## src/rtl/boot_run_ctrl_if.sv

```systemverilog
// Signal bundle between boot_run_ctrl and its neighbours: host byte link, imem write port
// and the cpu reset / data-bus taps. The master side is the controller.
interface boot_run_ctrl_if;
    logic        rx_valid;
    logic [7:0]  rx_data;
    logic        rx_ready;

    logic        imem_we;
    logic [31:0] imem_addr;
    logic [31:0] imem_wdata;

    logic        cpu_n_reset;
    logic [31:0] cpu_dataAddr;
    logic [31:0] cpu_writeData;
    logic        cpu_we;

    modport master (
        input  rx_valid,
        input  rx_data,
        output rx_ready,
        output imem_we,
        output imem_addr,
        output imem_wdata,
        output cpu_n_reset,
        input  cpu_dataAddr,
        input  cpu_writeData,
        input  cpu_we
    );

    modport slave (
        output rx_valid,
        output rx_data,
        input  rx_ready,
        input  imem_we,
        input  imem_addr,
        input  imem_wdata,
        input  cpu_n_reset,
        output cpu_dataAddr,
        output cpu_writeData,
        output cpu_we
    );
endinterface

```

## src/rtl/boot_run_ctrl.sv

```systemverilog
// Boot/run sequencer: streams a little-endian program into imem, holds the cpu in reset,
// then runs it until a halt store or a cycle timeout, reporting exit code and cycle count.
module boot_run_ctrl #(
    parameter int unsigned LEN_W      = 16,
    parameter logic [31:0] LOAD_BASE  = 32'h0000_0000,
    parameter logic [31:0] HALT_ADDR  = 32'hFFFF_FFF0,
    parameter int unsigned RST_CYCLES = 2,
    parameter logic [31:0] MAX_CYCLES = 32'd100000
) (
    input  logic             clk,
    input  logic             reset,
    input  logic             start,
    input  logic [LEN_W-1:0] prog_len,
    boot_run_ctrl_if.master  bus,
    output logic             busy,
    output logic             done,
    output logic             timeout,
    output logic [31:0]      exit_code,
    output logic [31:0]      cycle_count
);

    localparam int unsigned RstW = (RST_CYCLES > 1) ? $clog2(RST_CYCLES) : 1;

    typedef enum logic [2:0] {
        StIdle,
        StLoad,
        StReset,
        StRun,
        StDone
    } stateT;

    stateT            state;
    logic [1:0]       bytePhase;
    logic [LEN_W-1:0] wordIdx;
    logic [LEN_W-1:0] progLen;
    logic [23:0]      byteBuf;
    logic [RstW-1:0]  rstCnt;

    logic             imemWe;
    logic [31:0]      imemAddr;
    logic [31:0]      imemWdata;
    logic             cpuNReset;

    logic             halt;
    logic             lastWord;
    logic             rstDone;
    logic             hitMax;
    logic [31:0]      countNext;

    assign bus.rx_ready    = (state == StLoad);
    assign bus.imem_we     = imemWe;
    assign bus.imem_addr   = imemAddr;
    assign bus.imem_wdata  = imemWdata;
    assign bus.cpu_n_reset = cpuNReset;

    assign halt      = bus.cpu_we && (bus.cpu_dataAddr == HALT_ADDR);
    assign lastWord  = (wordIdx == progLen - LEN_W'(1));
    assign rstDone   = (rstCnt == RstW'(RST_CYCLES - 1));
    assign hitMax    = (cycle_count == MAX_CYCLES - 32'd1);
    assign countNext = (cycle_count == 32'hFFFF_FFFF) ? cycle_count : cycle_count + 32'd1;

    always_ff @(posedge clk) begin
        if (reset) begin
            state       <= StIdle;
            bytePhase   <= 2'd0;
            wordIdx     <= '0;
            progLen     <= '0;
            byteBuf     <= '0;
            rstCnt      <= '0;
            imemWe      <= 1'b0;
            imemAddr    <= '0;
            imemWdata   <= '0;
            cpuNReset   <= 1'b0;
            busy        <= 1'b0;
            done        <= 1'b0;
            timeout     <= 1'b0;
            exit_code   <= '0;
            cycle_count <= '0;
        end else begin
            imemWe <= 1'b0;
            unique case (state)
                StIdle, StDone: begin
                    if (start) begin
                        done        <= 1'b0;
                        timeout     <= 1'b0;
                        exit_code   <= '0;
                        cycle_count <= '0;
                        busy        <= 1'b1;
                        progLen     <= prog_len;
                        wordIdx     <= '0;
                        bytePhase   <= 2'd0;
                        rstCnt      <= '0;
                        state       <= (prog_len != '0) ? StLoad : StReset;
                    end
                end
                StLoad: begin
                    // rx_ready is implied by being in this state
                    if (bus.rx_valid) begin
                        bytePhase <= bytePhase + 2'd1;
                        if (bytePhase == 2'd3) begin
                            imemWe    <= 1'b1;
                            imemWdata <= {bus.rx_data, byteBuf};
                            imemAddr  <= LOAD_BASE + (32'(wordIdx) << 2);
                            wordIdx   <= wordIdx + LEN_W'(1);
                            if (lastWord) begin
                                rstCnt <= '0;
                                state  <= StReset;
                            end
                        end else begin
                            byteBuf[8*bytePhase +: 8] <= bus.rx_data;
                        end
                    end
                end
                StReset: begin
                    if (rstDone) begin
                        cpuNReset <= 1'b1;
                        state     <= StRun;
                    end else begin
                        rstCnt <= rstCnt + RstW'(1);
                    end
                end
                StRun: begin
                    cycle_count <= countNext;
                    // halt takes priority over a coincident timeout
                    if (halt || hitMax) begin
                        if (halt) begin
                            exit_code <= bus.cpu_writeData;
                        end else begin
                            timeout <= 1'b1;
                        end
                        cpuNReset <= 1'b0;
                        busy      <= 1'b0;
                        done      <= 1'b1;
                        state     <= StDone;
                    end
                end
                default: state <= StIdle;
            endcase
        end
    end

endmodule

```

## src/flat_wrapper.sv

```systemverilog
// flat-port wrapper written by rule: the top's interface ports become plain ports
module boot_run_ctrl_flat 
#(
    parameter int unsigned LEN_W      = 16,
    parameter logic [31:0] LOAD_BASE  = 32'h0000_0000,
    parameter logic [31:0] HALT_ADDR  = 32'hFFFF_FFF0,
    parameter int unsigned RST_CYCLES = 2,
    parameter logic [31:0] MAX_CYCLES = 32'd100000
)
  (clk, reset, start, prog_len, busy, done, timeout, exit_code, cycle_count, bus_rx_valid, bus_rx_data, bus_rx_ready, bus_imem_we, bus_imem_addr, bus_imem_wdata, bus_cpu_n_reset, bus_cpu_dataAddr, bus_cpu_writeData, bus_cpu_we);
  boot_run_ctrl_if bus_i ();
  input  logic clk;
  input  logic reset;
  input  logic start;
  input  logic [LEN_W-1:0] prog_len;
  output logic busy;
  output logic done;
  output logic timeout;
  output logic [31:0] exit_code;
  output logic [31:0] cycle_count;
  input wire logic [$bits(bus_i.rx_valid)-1:0] bus_rx_valid;
  input wire logic [$bits(bus_i.rx_data)-1:0] bus_rx_data;
  output wire logic [$bits(bus_i.rx_ready)-1:0] bus_rx_ready;
  output wire logic [$bits(bus_i.imem_we)-1:0] bus_imem_we;
  output wire logic [$bits(bus_i.imem_addr)-1:0] bus_imem_addr;
  output wire logic [$bits(bus_i.imem_wdata)-1:0] bus_imem_wdata;
  output wire logic [$bits(bus_i.cpu_n_reset)-1:0] bus_cpu_n_reset;
  input wire logic [$bits(bus_i.cpu_dataAddr)-1:0] bus_cpu_dataAddr;
  input wire logic [$bits(bus_i.cpu_writeData)-1:0] bus_cpu_writeData;
  input wire logic [$bits(bus_i.cpu_we)-1:0] bus_cpu_we;
  assign bus_i.rx_valid = bus_rx_valid;
  assign bus_i.rx_data = bus_rx_data;
  assign bus_rx_ready = bus_i.rx_ready;
  assign bus_imem_we = bus_i.imem_we;
  assign bus_imem_addr = bus_i.imem_addr;
  assign bus_imem_wdata = bus_i.imem_wdata;
  assign bus_cpu_n_reset = bus_i.cpu_n_reset;
  assign bus_i.cpu_dataAddr = bus_cpu_dataAddr;
  assign bus_i.cpu_writeData = bus_cpu_writeData;
  assign bus_i.cpu_we = bus_cpu_we;
  boot_run_ctrl #(.LEN_W(LEN_W), .LOAD_BASE(LOAD_BASE), .HALT_ADDR(HALT_ADDR), .RST_CYCLES(RST_CYCLES), .MAX_CYCLES(MAX_CYCLES)) u_core (.clk(clk), .reset(reset), .start(start), .prog_len(prog_len), .bus(bus_i), .busy(busy), .done(done), .timeout(timeout), .exit_code(exit_code), .cycle_count(cycle_count));
endmodule
```

## config.mk

```make
export PLATFORM = sky130hd
export DESIGN_NAME = boot_run_ctrl_flat
export DESIGN_NICKNAME = d
export VERILOG_FILES = /design/src/rtl/boot_run_ctrl_if.sv /design/src/rtl/boot_run_ctrl.sv /design/src/flat_wrapper.sv
export SDC_FILE = /design/constraint.sdc
export NUM_CORES = 1
export LEC_CHECK = 0
export BUFFER_PORTS_ARGS = -buffer_cell sky130_fd_sc_hd__buf_4
export CAP_MARGIN = 10
export CORE_MARGIN = 3
export CORE_UTILIZATION = 45
export CTS_BUF_LIST = sky130_fd_sc_hd__clkbuf_4 sky130_fd_sc_hd__clkbuf_8
export CTS_CLUSTER_SIZE = 10
export DETAILED_ROUTE_END_ITERATION = 16
export PLACE_DENSITY = 0.71
export REMOVE_ABC_BUFFERS = 1
export SYNTH_ARGS = -nofsm -noshare
export SYNTH_HDL_FRONTEND = slang
export SYNTH_SLANG_ARGS = --single-unit
```

## constraint.sdc

```tcl
create_clock -name clk -period 2.5 [get_ports clk]
set_input_delay 0.5 -clock clk [delete_from_list [all_inputs] [get_ports clk]]
set_output_delay 0.5 -clock clk [all_outputs]
set_load 0.01 [all_outputs]
```

After elaboration in Yosys (flattened, before gate mapping):

Cells that the tools add are included.

* add/subtract/negate cells: 6
* equal/unequal tests: 18
* shift-type cells: 2
* multiplexer cells: 39
* bitwise gates (word level): 3
* reductions and logical operators: 22

Operators by type and width (number)
* 32-bit 2-to-1 mux: 4
* 32-bit one-hot mux with 2 select lines: 2
* 32-bit equality test (second input constant): 2
* 16-bit 2-to-1 mux: 3
* 5-bit negator with 34-bit output: 1
* 8-bit by 34-bit variable shift with 24-bit output (first input constant): 1
* 8-bit by 34-bit variable part select with 24-bit output: 1
* 32-bit by 1-bit adder with 32-bit output (second input constant): 1
* 32-bit by 17-bit equality test with 1-bit output (second input constant): 1
* 16-bit one-hot mux with 2 select lines: 1
* 24-bit bitwise mux: 1
* 3-bit 2-to-1 mux: 6
* 3-bit AND reduction: 6
* 16-bit by 1-bit adder with 16-bit output (second input constant): 1
* 16-bit equality test: 1
* 16-bit nonzero test: 1
* 16-bit by 1-bit subtractor with 16-bit output (second input constant): 1
* 1-bit 2-to-1 mux: 12
* 3-bit one-hot mux with 4 select lines: 1
* 4-bit AND reduction: 3
* 2-bit by 1-bit != test with 1-bit output (second input constant): 5
* 2-bit != test (second input constant): 4
* 1-bit one-hot mux with 2 select lines: 4
* 3-bit by 2-bit equality test with 1-bit output (second input constant): 2
* 19 further kinds: 25

* register bits: 179
* input port bits: 93
* output and inout port bits: 134
* word-level logic and storage cells: 105

Depth between registers and ports, before layout:

Gate-level depths: netlist of run 1.

* depth in word-level cells: 6
* gate-level depth with buffers: 9
* gate-level depth less buffers: 9

Worst setup path before layout of run 1:

No wires, ideal clock.

* kind: register -> register
* start: register u_core.progLen[6]
* end: register u_core.state[0]
* setup time: 0.116 ns
* arrival time: 2.158 ns
* required time: 2.384 ns
* slack: 0.225 ns
* stages on the path, launching flop included: 8
* path buffers: 0
* clock period less this slack: 2.275 ns
* cell sequence: dfxtp_1 > or4_4 > nor3_1 > xor2_1 > o221a_2 > o21ai_0 > nand4_1 > o211a_1

* cells in the longest elaborated chain, start to end: 4

Ends and longest elaborated chain
* start: declaration: line boot_run_ctrl.sv:35 `logic [LEN_W-1:0] progLen;`
* start signal: assignment: line boot_run_ctrl.sv:89 `progLen <= prog_len;`
* 16-bit by 1-bit subtractor with 16-bit output: line boot_run_ctrl.sv:57 `assign lastWord = (wordIdx == progLen - LEN_W'(1));`
* 16-bit equality test: line boot_run_ctrl.sv:57
* 2-bit by 1-bit != test with 1-bit output (no source line)
* 6-bit AND reduction (no source line)
* end signal: assignment: line boot_run_ctrl.sv:64 `state <= StIdle;`
* end signal: assignment: line boot_run_ctrl.sv:93 `state <= (prog_len != '0) ? StLoad : StReset;`
* end signal: assignment: line boot_run_ctrl.sv:107 `state <= StReset;`
* end: declaration: line boot_run_ctrl.sv:32 `stateT state;`

Every way passes these cells.
A chain may end at the register's enable or synchronous reset.

Worst setup path in the final report of run 1:

* start: register u_core.progLen[4]
* end: register u_core.state[0]

Same word-level chain as after synthesis.

==> flow_summary.yaml, run 1 <==
placed_design:
  dp_cells: 1439
  port_buffers: 210
  placed_area_um2: 9980
  place.gp.congestion: 0.831
  dp_hpwl_um: 15800
power_and_ir_drop:
  power_leakage_nw: 4.05
  power.density_nw_per_um2: 552
  ir_drop_v: 0.000465
yosys:
  syn_area_per_cell_um2: 7.88
  synth_area_leaders: "dfxtp_1, nand2_1, a21oi_1, nand3_1, xnor2_1"
  yosysSeqAreaShare: 0.449
  ys_ff_latch: 179
  ys.warnings.count: 0
  ys_types: 63
  synth_area_um2: 7980
  postSynth.asyncResetShare: 0
  synth_top_area_frac: 0.449
  synth_top_area_cell: "dfxtp_1"
  synth_enable_flop_cells: 0
  synth_common_cells: "nand2_1, dfxtp_1, a21oi_1"
  yosys.cell_count.top_type: "nand2_1"
  syn_inst: 1013
  synth_top_flop_cell: "dfxtp_1"
drt:
  drt_iter0_drc: 472
  wirelength_um: 21900
  wl_per_cell_um: 14.9
  vias_per_cell: 5.32
  drc: 0
  vias: 7825
  antenna_left: 0
  firstDrtPassIters: 5
clock_tree:
  clockRootBuffer: "clkbuf_8"
  clkTransAtPathRegs_ns: 0.11
  tritoncts: "yes"
  clock_sinks: 179
  ctsHoldBuffers: 0
  clk_latency_ns: 0.47
  cts_made_buffers: 17
  clock_path_buffers: 2
  cts_htree_levels: 4
sta:
  fin_crit_sh: 0.961
  fin_skew_ns: 0.0192
  hold_viol_final: 0
  rsz0062_at_grt: "true"
  slew_violations: 0
  setup-violations-final: 0
  max_freq_mhz: 416
  finalSetupTns_ns: 0
  period_needed_ns: 2.40
  slew_headroom: 0.577
  tightest_slew_ns: 0.634
layout:
  finalNonFillerCells: 1471
  fin_nets: 1334
  synthToLayoutAreaGrowth_pct: 31.0
  num_antenna_cells: 0
  fin_area_um2: 10500
  drive_gt1_frac: 0.257
  final_util: 0.604
floorplanning:
  num_io_pins: 227
  initial_core_util: 0.461
  die_x_um: 139
  rows: 48
  design.die.area_um2: 19400
  core-area_um2: 17300
  fp.dieH_um: 139
global_routing:
  grt_pass1_vias: 7463
  grt_use_total: 0.220
  grt_first_pass_wirelength_um: 35800
  antenna_found_initial: 0
  grt-ovfl-total: 0
  grt_max_degree: 117
worst_setup_path:
  setup.worst_path.end_class: "register"
  rr_startpoint: "u_core.progLen[4]"
  worst-path-max-fanout: 5
  critPathKind: "register to register"
  required_ns: 2.86
  worstPathArrival_ns: 2.76
  worstSetupStartpointType: "register"
  startpoint: "u_core.progLen[4]"
run:
  max_cap_viol_count: 0
min_path:
  hold_path.class: "primary input to register"
  hold_start: "bus_cpu_writeData[22]"
run_status:
  outcome: "completed"
==> logic make-up after synthesis <==
logic type,count (synthesis),share of synthesized area
AND/OR/NAND/NOR,503,0.300
adder cells (fa/ha/maj),8,0.0125
multiplexers,2,0.00267
buffers and inverters,88,0.0497
AO/OA/AOI/OAI,175,0.123
XOR/XNOR,57,0.0626
other,1,0.000470
flip-flops,179,0.449
==> report_power, final <==
| group | total [W] | switching (W) | internal [W] |
|---|---|---|---|
| clock | 0.00216 | 0.00121 | 0.000957 |
| combinational | 0.000685 | 0.000375 | 0.000310 |
| sequential | 0.00292 | 0.0000337 | 0.00288 |
==> layout by cell type, fill, tap and decap left out, drive strengths merged, types with 7 or more instances in the layout <==
| cell | Yosys | layout |
|---|---|---|
| dfxtp | 179 | 179 |
| and3 | 13 | 13 |
| nand3 | 77 | 77 |
| nand2 | 217 | 217 |
| buf | 30 | 262 |
| nor2 | 74 | 74 |
| nor4 | 23 | 23 |
| clkbuf | 46 | 17 |
| xor2 | 23 | 23 |
| xnor2 | 34 | 34 |
| nor3 | 17 | 17 |
| and2 | 7 | 7 |
| nand4 | 29 | 29 |
| nor3b | 7 | 7 |
| ha | 8 | 8 |
| conb | 1 | 16 |
| inv | 12 | 22 |
| or3 | 7 | 7 |
| o21ai | 11 | 11 |
| a21oi | 136 | 136 |
==> layer usage <==
layer / share of wire / wire length, um / GRT usage
met1: 0.43 / 9510 / 0.278
met4: 0.026 / 564 / 0.0891
met5: 0 / 0 / 0
met3: 0.053 / 1160 / 0.0424
met2: 0.49 / 10600 / 0.369
==> sequential cells by signal, indices dropped and copies added, names as in the netlist <==
name                    count
u_core.progLen             16
u_core.state                3
u_core.timeout              1
u_core.bus.imem_we          1
u_core.byteBuf             24
u_core.exit_code           32
u_core.busy                 1
u_core.bus.imem_addr       16
u_core.bus.imem_wdata      32
u_core.wordIdx             16
u_core.bus.cpu_n_reset      1
u_core.bytePhase            2
u_core.cycle_count         32
u_core.rstCnt               1
u_core.done                 1
==> timing repair <==
item / 4_1_cts / 5_1_grt
gates resized for setup: 1 / 6
endpoints found under the setup margin: 1 / 8
pin swaps: 0 / 1
setup buffers: 0 / 0
==> worst paths after layout <==
check | slack [ns] | cells after the start | endpoint
max reg2reg | 0.1 | 6 | u_core.state[0]
min reg2reg | 0.46 | 2 | u_core.bus.imem_addr[16]
max | 0.1 | 6 | u_core.state[0]
min | 0.26 | 3 | u_core.exit_code[22]
==> critical path, cell delays in order (launching register included) <==
cell	delay, ns
dfxtp_1	0.36
or3_1	0.46
or3_1	0.40
o31a_1	0.31
nor4_1	0.22
nand4_1	0.25
o211a_1	0.29
==> metrics by stage <==
step           worst slack, ns  power [W]  hold slack (ns)
5_1_grt               -0.00396    0.00600            0.245
3_5_place_dp            0.0249    0.00366            0.445
4_1_cts                 0.0720    0.00581            0.237
2_1_floorplan           -0.375    0.00331            0.426
6_report                0.0968    0.00577            0.263
3_3_place_gp            0.0786    0.00365            0.439
==> cell type report <==
type / instances / area, um^2
Fill cell: 1621 / 6840
Multi-Input combinational cell: 761 / 4100
Sequential cell: 179 / 3590
Timing Repair Buffer: 262 / 2000
Tap cell: 225 / 282
Clock buffer: 17 / 234
Clock inverter: 15 / 203
Inverter: 12 / 45.0
Power figures use the tool's default switching activity.
==> run 2, diff against run 1 <==
--- a/config.mk
+++ b/config.mk
@@ -13,4 +13,5 @@
 export CTS_CLUSTER_SIZE = 10
 export DETAILED_ROUTE_END_ITERATION = 16
+export HOLD_SLACK_MARGIN = 0.1
 export PLACE_DENSITY = 0.71
 export REMOVE_ABC_BUFFERS = 1
==> constraint.sdc (replaced) <==
create_clock -name clk -period 2.5 [get_ports clk]
set_input_delay 0.125 -clock clk [delete_from_list [all_inputs] [get_ports clk]]
set_output_delay 0.125 -clock clk [all_outputs]
set_load 0.01 [all_outputs]
==> run 2 against run 1 <==
Against the previous run:
- critical path depth is 2 higher
- register-to-register slack better by 0.03 ns
- flip-flop and latch count unchanged
- largest power group unchanged
- core utilization up 2.8 points
- clock skew is essentially flat
- sequential power hardly changed
==> flow_summary.yaml, run 2 (synthesized netlist as in run 1, its figures left out) <==
run:
  max_cap_viol_count: 0
clock_tree:
  tritoncts: "yes"
  cts_htree_levels: 4
  clock_sinks: 179
  cts_made_buffers: 17
  clockRootBuffer: "clkbuf_8"
  clock_path_buffers: 2
  clk_latency_ns: 0.48
  clkTransAtPathRegs_ns: 0.11
floorplanning:
  fp.dieH_um: 139
  num_io_pins: 227
  core-area_um2: 17300
  rows: 48
  design.die.area_um2: 19400
  die_x_um: 139
  initial_core_util: 0.461
worst_setup_path:
  worst_r2r_path_depth: 8
  required_ns: 2.87
  critPathKind: "register to register"
  setup.worst_path.end_class: "register"
  rr_startpoint: "u_core.progLen[8]"
  worstPathArrival_ns: 2.74
  worst-path-max-fanout: 5
  r2r_setup_slack_ns: 0.12
  r2r_end: "u_core.state[0]"
  worstSetupStartpointType: "register"
placed_design:
  place.gp.congestion: 0.863
  dp_hpwl_um: 16000
  placed_area_um2: 9900
  port_buffers: 210
run_status:
  outcome: "completed"
global_routing:
  grt_max_degree: 122
  grt_use_total: 0.232
  grt_first_pass_wirelength_um: 37400
  antenna_found_initial: 0
  grt-ovfl-total: 0
  grt_pass1_vias: 7547
power_and_ir_drop:
  power_leakage_nw: 4.22
  ir_drop_v: 0.000334
  power.density_nw_per_um2: 527
layout:
  layout_commonest_cell: "buf_4"
  fin_area_um2: 10900
  drive_gt1_frac: 0.239
  fin_nets: 1385
  num_antenna_cells: 0
  synthToLayoutAreaGrowth_pct: 37.0
  final_cell_mix: "buf_4, nand2_1, dfxtp_1"
drt:
  firstDrtPassIters: 5
  highest_layer: "met4"
  vias: 8044
  wl_per_cell_um: 15.2
  met2_length_um: 11200
  antenna_left: 0
  drt_iter0_drc: 440
  vias_per_cell: 5.29
  wl_met3_um: 1380
  drc: 0
  wirelength_um: 23200
  route.layer.met1.wl_um: 9870
sta:
  tightest_slew_ns: 0.576
  setup-violations-final: 0
  fin_skew_ns: 0.0188
  timing.hold.ws_ns: 0.214
  slew_violations: 0
  rsz0062_at_grt: "false"
  slew_headroom: 0.613
  period_needed_ns: 2.38
  fin_crit_sh: 0.950
  max_freq_mhz: 421
  hold_viol_final: 0
min_path:
  hold_start: "bus_cpu_dataAddr[11]"
  holdPathStages: 6
  hold_end: "u_core.timeout"
  hold_path.class: "primary input to register"
[run 2: how the worst max path moves through the flow]
stage / depth (start not counted) / startpoint / end
after floorplan: 6 / u_core.state[0] / u_core.wordIdx[1]
after global placement: 8 / u_core.progLen[8] / u_core.state[0]
after detailed placement: 8 / u_core.progLen[8] / u_core.state[0]
after CTS: 8 / u_core.progLen[7] / u_core.state[0]
after global routing: 6 / u_core.progLen[3] / u_core.state[0]
final: 8 / u_core.progLen[8] / u_core.state[0]
[run 2: repair_timing]
item,in CTS,in global routing
gates resized for setup,0,5
hold buffers,60,0
hold endpoints to repair,91,0
endpoints found under the setup margin,0,13
setup buffers,0,1
[run 2: metal layers]
| layer | up-vias | track usage |
|---|---|---|
| met3 | 52 | 0.0531 |
| met1 | 3734 | 0.289 |
| li1 | 3993 | - |
| met4 | 0 | 0.0917 |
| met2 | 265 | 0.391 |
| met5 | - | 0 |
[run 2: cell type report]
type / count / area (um^2)
Fill cell: 1548 / 6360
Multi-Input combinational cell: 761 / 4080
Sequential cell: 179 / 3580
Timing Repair Buffer: 313 / 2520
Tap cell: 225 / 282
Clock buffer: 17 / 234
Clock inverter: 15 / 181
Inverter: 12 / 45.0
[run 2: critical path, stage by stage (launching register included)]
cell,delay [ns]
dfxtp_1,0.37
or4_4,0.53
nor3_2,0.27
buf_4,0.17
nand4b_1,0.10
o221a_2,0.15
o21ai_0,0.18
nand4_1,0.23
o211a_1,0.28
[run 2: report_power, final]
part | switching [W] | internal [W] | total, W
clock | 0.00123 | 0.000858 | 0.00209
combinational | 0.000392 | 0.000358 | 0.000750
sequential | 0.0000361 | 0.00288 | 0.00292
total | 0.00166 | 0.00410 | 0.00576
[run 2: per-stage QoR]
stage	cells	worst slack, ns	util	setup TNS [ns]	total power [W]
4_1_cts	1521	0.0308	0.631	0	0.00579
6_report	1522	0.124	0.632	0	0.00576
3_5_place_dp	1429	0.0426	0.572	0	0.00365
2_1_floorplan	952	-0.375	-	-3.24	0.00331
3_3_place_gp	1429	0.155	0.572	0	0.00364
5_1_grt	1522	0.00657	0.632	0	0.00599
